$ cat config.mk
export PLATFORM = sky130hd
export DESIGN_NAME = ps2_hex_entry
export DESIGN_NICKNAME = d
export VERILOG_FILES = /design/src/rtl/ps2_pkg.sv /design/src/rtl/ps2_rx_frame.sv /design/src/rtl/ps2_hex_entry.sv
export SDC_FILE = /design/constraint.sdc
export NUM_CORES = 1
export LEC_CHECK = 0
export BUFFER_PORTS_ARGS = -buffer_cell sky130_fd_sc_hd__buf_2
export CORE_MARGIN = 4
export CORE_UTILIZATION = 25
export CTS_CLUSTER_SIZE = 40
export DETAILED_ROUTE_END_ITERATION = 7
export PLACE_DENSITY = 0.4
export SLEW_MARGIN = 30
export SYNTH_ARGS = -nofsm -noshare
export SYNTH_HDL_FRONTEND = slang
export SYNTH_SLANG_ARGS = --single-unit
export TNS_END_PERCENT = 1
$ cat constraint.sdc
create_clock -name clk -period 3.4 [get_ports clk]
set_input_delay 0.17 -clock clk [delete_from_list [all_inputs] [get_ports clk]]
set_output_delay 0.17 -clock clk [all_outputs]
set_load 0.01 [all_outputs]
$ cat src/rtl/ps2_pkg.sv
// Shared types, scan-code constants and the set-2 scan-code to hex-digit lookup
// for the PS/2 hex entry front end.
package ps2_pkg;

  typedef enum logic [1:0] {
    ST_IDLE   = 2'd0,
    ST_DATA   = 2'd1,
    ST_PARITY = 2'd2,
    ST_STOP   = 2'd3
  } frame_state_e;

  localparam logic [7:0] SC_BREAK = 8'hF0;
  localparam logic [7:0] SC_EXT   = 8'hE0;
  localparam logic [7:0] SC_ENTER = 8'h5A;
  localparam logic [7:0] SC_BKSP  = 8'h66;
  localparam logic [7:0] SC_ESC   = 8'h76;

  // Returns {hit, nibble}; hit is 0 for anything that is not a hex-digit make code.
  function automatic logic [4:0] scan_to_hex(input logic [7:0] code);
    logic [4:0] r;
    r = 5'h00;
    case (code)
      8'h45: r = {1'b1, 4'h0};
      8'h16: r = {1'b1, 4'h1};
      8'h1E: r = {1'b1, 4'h2};
      8'h26: r = {1'b1, 4'h3};
      8'h25: r = {1'b1, 4'h4};
      8'h2E: r = {1'b1, 4'h5};
      8'h36: r = {1'b1, 4'h6};
      8'h3D: r = {1'b1, 4'h7};
      8'h3E: r = {1'b1, 4'h8};
      8'h46: r = {1'b1, 4'h9};
      8'h1C: r = {1'b1, 4'hA};
      8'h32: r = {1'b1, 4'hB};
      8'h21: r = {1'b1, 4'hC};
      8'h23: r = {1'b1, 4'hD};
      8'h24: r = {1'b1, 4'hE};
      8'h2B: r = {1'b1, 4'hF};
      default: r = 5'h00;
    endcase
    return r;
  endfunction

endpackage

$ cat src/rtl/ps2_rx_frame.sv
// PS/2 device-to-host receiver: synchronisers, ps2_clk glitch filter, frame FSM
// and partial-frame timeout. Emits a one-cycle byte_valid per good frame.
//
// state     | meaning
// ST_IDLE   | waiting for a start bit (data 0 on a bit strobe)
// ST_DATA   | shifting in 8 data bits, LSB first
// ST_PARITY | capturing the odd-parity bit
// ST_STOP   | checking stop bit and parity, then back to idle
module ps2_rx_frame
  import ps2_pkg::*;
#(
  parameter int unsigned FILT_LEN = 8,
  parameter int unsigned TIMEOUT  = 100000
) (
  input  logic       clk,
  input  logic       reset,
  input  logic       ps2_clk,
  input  logic       ps2_data,
  output logic [7:0] rx_byte,
  output logic       byte_valid,
  output logic       frame_err
);

  localparam int FW = (FILT_LEN > 1) ? $clog2(FILT_LEN) : 1;
  localparam int TW = (TIMEOUT > 1) ? $clog2(TIMEOUT) : 1;
  localparam logic [FW-1:0] FILT_TOP = FW'(FILT_LEN - 1);
  localparam logic [TW-1:0] TO_TOP   = TW'(TIMEOUT - 1);

  logic [1:0]    clk_sync;
  logic [1:0]    dat_sync;
  logic          filt_clk;
  logic [FW-1:0] filt_cnt;
  logic          bit_strobe;
  logic          sdata;

  frame_state_e  state;
  logic [2:0]    bit_cnt;
  logic [7:0]    shreg;
  logic          par_bit;
  logic [TW-1:0] to_cnt;

  assign sdata      = dat_sync[1];
  // Strobe in the same cycle the filtered level drops from 1 to 0.
  assign bit_strobe = filt_clk && !clk_sync[1] && (filt_cnt == '0);
  assign rx_byte    = shreg;

  always_ff @(posedge clk or negedge reset) begin
    if (!reset) begin
      clk_sync <= 2'b11;
      dat_sync <= 2'b11;
      filt_clk <= 1'b1;
      filt_cnt <= FILT_TOP;
    end else begin
      clk_sync <= {clk_sync[0], ps2_clk};
      dat_sync <= {dat_sync[0], ps2_data};
      if (clk_sync[1] == filt_clk) begin
        filt_cnt <= FILT_TOP;
      end else if (filt_cnt == '0) begin
        filt_clk <= clk_sync[1];
        filt_cnt <= FILT_TOP;
      end else begin
        filt_cnt <= filt_cnt - 1'b1;
      end
    end
  end

  always_ff @(posedge clk or negedge reset) begin
    if (!reset) begin
      to_cnt <= TO_TOP;
    end else if (state == ST_IDLE || bit_strobe) begin
      to_cnt <= TO_TOP;
    end else if (to_cnt != '0) begin
      to_cnt <= to_cnt - 1'b1;
    end
  end

  always_ff @(posedge clk or negedge reset) begin
    if (!reset) begin
      state      <= ST_IDLE;
      bit_cnt    <= 3'd0;
      shreg      <= 8'h00;
      par_bit    <= 1'b0;
      byte_valid <= 1'b0;
      frame_err  <= 1'b0;
    end else begin
      byte_valid <= 1'b0;
      frame_err  <= 1'b0;
      if (state != ST_IDLE && !bit_strobe && to_cnt == '0) begin
        state     <= ST_IDLE;
        frame_err <= 1'b1;
      end else if (bit_strobe) begin
        case (state)
          ST_IDLE: begin
            if (!sdata) begin
              state   <= ST_DATA;
              bit_cnt <= 3'd0;
            end
          end
          ST_DATA: begin
            shreg   <= {sdata, shreg[7:1]};
            bit_cnt <= bit_cnt + 3'd1;
            if (bit_cnt == 3'd7) state <= ST_PARITY;
          end
          ST_PARITY: begin
            par_bit <= sdata;
            state   <= ST_STOP;
          end
          ST_STOP: begin
            if (sdata && (^{shreg, par_bit})) byte_valid <= 1'b1;
            else                               frame_err  <= 1'b1;
            state <= ST_IDLE;
          end
          default: state <= ST_IDLE;
        endcase
      end
    end
  end

endmodule

$ cat src/rtl/ps2_hex_entry.sv
// PS/2 hex entry front end: scan-code layer on top of the frame receiver,
// building a 16-bit entry and committing it to number on Enter.
module ps2_hex_entry
  import ps2_pkg::*;
#(
  parameter int unsigned FILT_LEN = 8,
  parameter int unsigned TIMEOUT  = 100000
) (
  input  logic        clk,
  input  logic        reset,
  input  logic        ps2_clk,
  input  logic        ps2_data,
  output logic [15:0] entry,
  output logic [15:0] number,
  output logic        number_valid,
  output logic        key_valid,
  output logic        frame_err
);

  logic [7:0] rx_byte;
  logic       byte_valid;
  logic       brk;
  logic       ext;
  logic [4:0] hex;

  ps2_rx_frame #(
    .FILT_LEN (FILT_LEN),
    .TIMEOUT  (TIMEOUT)
  ) u_rx (
    .clk        (clk),
    .reset      (reset),
    .ps2_clk    (ps2_clk),
    .ps2_data   (ps2_data),
    .rx_byte    (rx_byte),
    .byte_valid (byte_valid),
    .frame_err  (frame_err)
  );

  assign hex = scan_to_hex(rx_byte);

  always_ff @(posedge clk or negedge reset) begin
    if (!reset) begin
      entry        <= 16'h0000;
      number       <= 16'h0000;
      number_valid <= 1'b0;
      key_valid    <= 1'b0;
      brk          <= 1'b0;
      ext          <= 1'b0;
    end else begin
      number_valid <= 1'b0;
      key_valid    <= 1'b0;
      if (byte_valid) begin
        if (rx_byte == SC_BREAK) begin
          brk <= 1'b1;
        end else if (rx_byte == SC_EXT) begin
          ext <= 1'b1;
        end else if (brk) begin
          brk <= 1'b0;
          ext <= 1'b0;
        end else if (ext) begin
          // Only keypad Enter is meaningful among extended keys.
          ext <= 1'b0;
          if (rx_byte == SC_ENTER) begin
            number       <= entry;
            entry        <= 16'h0000;
            number_valid <= 1'b1;
            key_valid    <= 1'b1;
          end
        end else if (hex[4]) begin
          entry     <= {entry[11:0], hex[3:0]};
          key_valid <= 1'b1;
        end else if (rx_byte == SC_BKSP) begin
          entry     <= {4'h0, entry[15:4]};
          key_valid <= 1'b1;
        end else if (rx_byte == SC_ESC) begin
          entry     <= 16'h0000;
          key_valid <= 1'b1;
        end else if (rx_byte == SC_ENTER) begin
          number       <= entry;
          entry        <= 16'h0000;
          number_valid <= 1'b1;
          key_valid    <= 1'b1;
        end
      end
    end
  end

endmodule

==> metrics.txt, run 1 <==
clk_lat worst skew=0.34 ns; # DRC=0; Period minus WS final=2.65 ns; n_diodes=0; Setup WS pre-CTS=0.731 ns; final worst slack=about 0.75 ns; Slew Limit Fails=0; CP endpoint kind=flip-flop; Via Count=a little over 3000; # H-tree levels=3; share of post-route cells with drive strength above 1=a little under a quarter; Rel. slew slack=42.7%; top-count cell post-synth=nand2_1; WL/cell=about 14 um; R2R cell count=7; Crit path arrival time=about 2.9 ns; Routed Wire Length=~9.4 mm; initial antenna violation count=0; PortBufs=38; Synth Register Bits=77; Total GRT Usage=a little over a tenth; count of final hold-check violations=0; Post-synth EDFFs=0; Synth Flop Type=dfrtp_1; pwr dens=438 mW/mm2; Synth Area in Compound Gates=between 15 and 20%; DP Wirelength=around 6.4 mm; CP Launch Point=u_rx.rx_byte[1]$_DFFE_PN0P_; Max Cap Violations=0; reg-to-reg startpoint=u_rx.rx_byte[1]$_DFFE_PN0P_; setup TNS=0 ns; WP data required=~3.7 ns; CTS Buffer Depth=2; Yosys cell types=66; Post-Synth XOR/XNOR Area=between 3 and 4%; Static Leak=approximately 2.2 nW; R2R setup slack=about 0.75 ns; Reg clk slew, reported paths=roughly 0.06 ns; CORE AREA=roughly 0.016 mm2; remaining global-route overflow=0; drt initial violations=~130; Slew @ Worst Pin=~0.86 ns; first-pass GRT wire length=between 15 and 20 mm; Mapped Cells=around 400; RSZ-0062 raised after global routing=no; PostCTS Resize Cnt=0; hold slack=~0.35 ns; adder-cell area share of the yosys netlist=approximately 3.1%; Inst Count DP=roughly 630; Die Span X=about 130 um; status=finished clean; largest family of logic cells by synthesized area=simple AND/OR/NAND/NOR gates; class of the worst hold path=reg2reg; Area Growth Syn to Fin=19.2%; register area share after synthesis=roughly half; syn nets=slightly above 400; DR pass1 iterations=4; most frequent cells after synthesis=nand2_1 (69), dfrtp_1 (59), dfstp_2 (18); crit-path max FO=20; Final Cycle Share=approximately 78%; Initial Util=between 20% and 30%; Fillers=around 1700; gp weighted congestion=0.823; ranking of synthesized cells by area=dfrtp_1 (37%), dfstp_2 (12%), nand2_1 (6.5%); post-synth top area share=a little under two fifths; largest net degree at the start of global routing=around 80; Setup CP Type=reg2reg; Inserted Clock Buffers=9; DRT antenna net count=0; vias in the first global route=3081; post-synth top area cell=dfrtp_1; die height=135 um; Syn Area/Cell=10.1 um2; Max VDD drop=between 200 and 300 uV; asr flop ratio synth=100%; Via density=about 4.6; final net count=~450; CTS tree=done; final std cells w/o fill=about 650; final setup fails=0; simple-gate portion of the synthesized area=around 23%; row count=46; Worst Setup EP=entry[4]$_DFFE_PN0P_; Clock Tree Root=clkbuf_16; reg2reg end=entry[4]$_DFFE_PN0P_; CP startpoint kind=flip-flop; Ports=39; CTS Sinks=slightly below 80; Achievable Freq=about 0.38 GHz; post-synthesis mux area share=under 10%; Final Skew=0.00463 ns; Syn. warnings=0; Die ar.=~0.018 mm2; Mapped Area=0.00401 mm2
==> how the worst min path moves through the flow <==
stage                               startpoint                         end  cells after the start
global route        u_rx.clk_sync[0]$_DFF_PN1_  u_rx.clk_sync[1]$_DFF_PN1_                      0
finish              u_rx.clk_sync[0]$_DFF_PN1_  u_rx.clk_sync[1]$_DFF_PN1_                      0
detailed placement                       reset      number[11]$_DFFE_PN0P_                      1
global placement                       ps2_clk  u_rx.clk_sync[0]$_DFF_PN1_                      1
CTS                 u_rx.dat_sync[0]$_DFF_PN1_  u_rx.dat_sync[1]$_DFF_PN1_                      0
floorplan                                reset             brk$_DFFE_PN0P_                      0
==> logic make-up (layout without fill, tap and decap cells) <==
| family | after synthesis | in the layout |
|---|---|---|
| adders and majority gates | 10 | 10 |
| buffers and inverters | 38 | 76 |
| DFF | 77 | 77 |
| xor gates and xnor gates | 14 | 14 |
| muxes | 9 | 9 |
| and+or+nand+nor | 170 | 170 |
| AOI/OAI and AO/OA | 81 | 81 |
==> worst max-delay path, stage by stage, from the launching register on <==
cell     delay [ns]
dfrtp_1        0.51
or2_1          0.33
o41ai_4        0.47
or3_4          0.36
inv_4          0.15
o41ai_4        0.35
buf_4          0.24
a221o_1        0.16
==> flip-flops by register name (all words and copies together) (netlist names), 2 cells and up <==
register       flops
u_rx.dat_sync      2
entry             16
u_rx.filt_cnt      3
u_rx.bit_cnt       3
number            16
u_rx.to_cnt       17
u_rx.rx_byte       8
u_rx.state         2
u_rx.clk_sync      2
==> placed cells by master (no fill, tap or decap), drive strengths merged, types with 6 or more instances in the layout <==
cell type / instances
nor2: 14
and3: 10
ha: 10
mux2: 8
xnor2: 11
a221o: 8
clkbuf: 13
buf: 42
a22o: 6
inv: 15
nor2b: 6
nand2b: 11
or3: 6
dfstp: 18
o21ai: 18
dfrtp: 59
a21oi: 17
nor3: 7
nand3: 6
or4: 6
nand2: 69
==> per-layer routing <==
metal	track usage [%]	wire length [um]	vias to the layer above
li1	-	-	1494
met1	14.2	4480	1458
met2	17.3	4330	55
met3	3.35	413	9
met4	4.02	125	0
met5	0	0	-
==> per-stage QoR <==
stage                     total power [W]  util (%)  area (um2)
after detailed placement          0.00102      27.8        4400
after global routing              0.00219      30.2        4780
after global placement            0.00102      27.8        4400
final                             0.00209      30.2        4780
after floorplan                  0.000992         -        4010
after CTS                         0.00214      30.2        4780
==> timing repair <==
item,in CTS,in global routing
hold buffers,3,0
endpoints found under the hold margin,61,0
setup buffers,0,0
==> cell type report <==
cell class                 count  area, um2  share of cell area (%)
multi-input combinational    284       1900                    39.7
timing repair buffer          45        256                    5.37
tap                          216        270                    5.65
inverter                      15       58.8                    1.23
sequential                    77       1950                    40.8
clock inverter                 3       65.1                    1.36
clock buffer                  13        280                    5.86
==> report_power, final <==
part	total, W	switching (W)	internal, W
registers	0.000949	0.00000722	0.000941
logic	0.0000578	0.0000370	0.0000208
clock network	0.00109	0.000364	0.000721
No activity file was read; power rests on OpenSTA's default activity.
==> run 2: changes to the inputs <==
--- a/config.mk
+++ b/config.mk
@@ -10,7 +10,7 @@
 export CORE_UTILIZATION = 25
 export CTS_CLUSTER_SIZE = 40
 export DETAILED_ROUTE_END_ITERATION = 7
-export PLACE_DENSITY = 0.4
+export PLACE_DENSITY = 0.42
 export SLEW_MARGIN = 30
 export SYNTH_ARGS = -nofsm -noshare
 export SYNTH_HDL_FRONTEND = slang
==> constraint.sdc (replaced) <==
create_clock -name clk -period 2.25 [get_ports clk]
set_input_delay 0.1125 -clock clk [delete_from_list [all_inputs] [get_ports clk]]
set_output_delay 0.1125 -clock clk [all_outputs]
set_load 0.01 [all_outputs]
==> run 2 against run 1 <==
Sequential power up 51%. Flip-flop and latch count unchanged. Clock skew up 0.0065 ns. Sequential share of layout area down 1.9 points. Register-to-register slack worse by 0.66 ns. Final area up 5.0%. Clock-buffer cell count down 2. Total power up 44%. Routed wire length up 3.7%. Combinational power up 57%. Worst hold slack worse by 0.096 ns.
==> metrics.txt, run 2 (synthesized netlist as in run 1, its figures left out) <==
status=finished clean (unchanged); largest stage delay on the critical path=0.45 ns (was 0.51 ns); internal power=0.00237 W (was 0.00168 W); CTS Buffer Depth=2 (unchanged); Biggest register=u_rx.to_cnt (unchanged); row count=46 (unchanged); DP Wirelength=6.91 mm (was 6.42 mm); multi-input logic area=0.00192 mm2 (was 0.00190 mm2); DR pass1 iterations=4 (unchanged); largest net degree at the start of global routing=47 (was 78); Slew @ Worst Pin=0.437 ns (was 0.856 ns); Crit path depth=7 (unchanged); Max Cap Violations=0 (unchanged); drt initial violations=134 (was 125); final worst slack=0.0845 ns (was 0.748 ns); initial antenna violation count=0 (unchanged); Static Leak=2.36 nW (was 2.22 nW); vias in the first global route=3140 (was 3081); Clock Power Share=49.3% (was 51.9%); CTS Sinks=77 (unchanged); Core Util, Final=31.7% (was 30.2%); max FFs per register=17 (unchanged); clk_lat worst skew=0.34 ns (about the same); Final Skew=0.0112 ns (was 0.00463 ns); sequential standard cell area=0.00195 mm2 (about the same); commonest non-fill, non-tap cell in the layout=nand2_1 (unchanged); Fillers=1650 (was 1669); gp weighted congestion=0.886 (was 0.823); P_sw=0.000634 W (was 0.000408 W); # DRC=0 (unchanged); Routed Wire Length=9.70 mm (was 9.35 mm); Initial Util=25.3% (unchanged); CP top delay family=compound AO/OA/AOI/OAI gates (unchanged); die height=135 um (unchanged); Die ar.=0.0181 mm2 (unchanged); RSZ-0062 raised after global routing=yes (was no); CP endpoint kind=flip-flop (unchanged); Rel. slew slack=70.5% (was 42.7%); first-pass GRT wire length=16.0 mm (about the same); Ports=39 (unchanged); Period minus WS final=2.17 ns (was 2.65 ns); Area Growth Syn to Fin=25.1% (was 19.2%); most frequent cells in the layout=nand2_1 (69), dfrtp_1 (56), buf_2 (37) (was nand2_1 (69), dfrtp_1 (59), buf_2 (37)); Setup CP Type=reg2reg (unchanged); Total GRT Usage=11.0% (about the same); DRT antenna net count=0 (unchanged); WP data required=2.47 ns (was 3.67 ns); Inserted Clock Buffers=9 (unchanged); R2R cell count=7 (unchanged); Crit path arrival time=2.39 ns (was 2.93 ns); setup TNS=0 ns (unchanged); n_diodes=0 (unchanged); remaining global-route overflow=0 (unchanged); Max VDD drop=529 uV (was 293 uV); share of post-route cells with drive strength above 1=29.1% (was 22.7%); Achievable Freq=0.462 GHz (was 0.377 GHz); Comb pwr share=3.0% (was 2.8%); CP startpoint kind=flip-flop (unchanged); count of final hold-check violations=0 (unchanged); sw frac=21.1% (was 19.5%); Final Cycle Share=96.2% (was 78.0%); CP max stage cell=dfrtp_2 (was dfrtp_1); Clock Tree Root=clkbuf_16 (unchanged); pwr dens=600 mW/mm2 (was 438 mW/mm2); PortBufs=38 (unchanged); Die Span X=135 um (unchanged); Via Count=3163 (was 3016); Reg power frac=47.6% (was 45.3%); Slew Limit Fails=0 (unchanged); Via density=4.63 (was 4.62); class of the worst hold path=in2async (was reg2reg); CORE AREA=0.0158 mm2 (unchanged); WL/cell=14.2 um (was 14.3 um); Largest regs=u_rx.to_cnt (17), entry (16), number (16) (unchanged); final net count=476 (was 446); CTS tree=done (unchanged); Reg clk slew, reported paths=0.06 ns (about the same); final setup fails=0 (unchanged); Setup WS pre-CTS=0.0459 ns (was 0.731 ns); crit-path max FO=14 (was 20); CP Buf/Inv Count=2 (unchanged); Critical Path, Cell by Cell=buf_4, or2_2, a21oi_1, o311a_1, o41ai_4, buf_12, a221o_1 (was or2_1, o41ai_4, or3_4, inv_4, o41ai_4, buf_4, a221o_1); # H-tree levels=3 (unchanged)
-- run 2: cell count changes in the layout (fill, tap and decap cells not counted), sizes merged --
cell | previous run | this run
buf | 42 | 72
bufinv | 2 | 1
clkbuf | 13 | 11
clkinv | 1 | 2
clkinvlp | 0 | 2
-- run 2: per-layer routing --
layer | routed length, um | global-route usage [%] | up-vias
li1 | - | - | 1563
met1 | 4670 | 14.2 | 1517
met2 | 4410 | 17.5 | 71
met3 | 470 | 3.76 | 12
met4 | 138 | 3.45 | 0
met5 | 0 | 0 | -
-- run 2: power by group through the flow --
stage | registers, W | clock network (W) | logic (W)
after floorplan | 0.00145 | 0 | 0.0000447
after global routing | 0.00144 | 0.00161 | 0.000109
after detailed placement | 0.00146 | 0 | 0.0000917
after CTS | 0.00143 | 0.00155 | 0.0000960
final | 0.00143 | 0.00148 | 0.0000909
after global placement | 0.00146 | 0 | 0.0000880
-- run 2: repair_timing --
item	4_1_cts	5_1_grt
setup buffers	0	4
hold endpoints to repair	32	0
hold buffers	3	0
endpoints found under the setup margin	0	17
resized for setup	0	8
-- run 2: worst register-to-register path, stage by stage (launching register included) --
cell and delay (ns):
dfrtp_2 0.45, buf_4 0.16, or2_2 0.26, a21oi_1 0.15, o311a_1 0.37, o41ai_4 0.14, buf_12 0.17, a221o_1 0.34
-- run 2: area by class of cell --
type / instances / share of cell area, %
sequential: 77 / 38.9
clock buffer: 11 / 5.04
tap: 216 / 5.39
clock inverter: 5 / 1.17
inverter: 15 / 1.17
multi-input combinational: 284 / 38.3
timing repair buffer: 75 / 10.0
-- run 2: final timing paths --
check	from	endpoint	slack [ns]
min in group clk	u_rx.clk_sync[0]$_DFF_PN1_	u_rx.clk_sync[1]$_DFF_PN1_	0.36
max in group asynchronous	reset	u_rx.to_cnt[4]$_DFFE_PN1N_	1.33
worst min-delay path	reset	number[11]$_DFFE_PN0P_	0.26
worst max-delay path	u_rx.rx_byte[4]$_DFFE_PN0P_	entry[7]$_DFFE_PN0P_	0.08
worst min register to register	u_rx.clk_sync[0]$_DFF_PN1_	u_rx.clk_sync[1]$_DFF_PN1_	0.36
worst max register to register	u_rx.rx_byte[4]$_DFFE_PN0P_	entry[7]$_DFFE_PN0P_	0.08
-- run 2: stage by stage --
stage | hold WS (ns) | total power, W | instances | instance area (um2)
floorplan | -0.183 | 0.00150 | 399 | 4010
global placement | 0.0824 | 0.00155 | 660 | 4620
detailed placement | 0.0895 | 0.00155 | 660 | 4620
CTS | 0.264 | 0.00308 | 679 | 4960
global route | 0.287 | 0.00316 | 683 | 5020
finish | 0.259 | 0.00301 | 683 | 5020
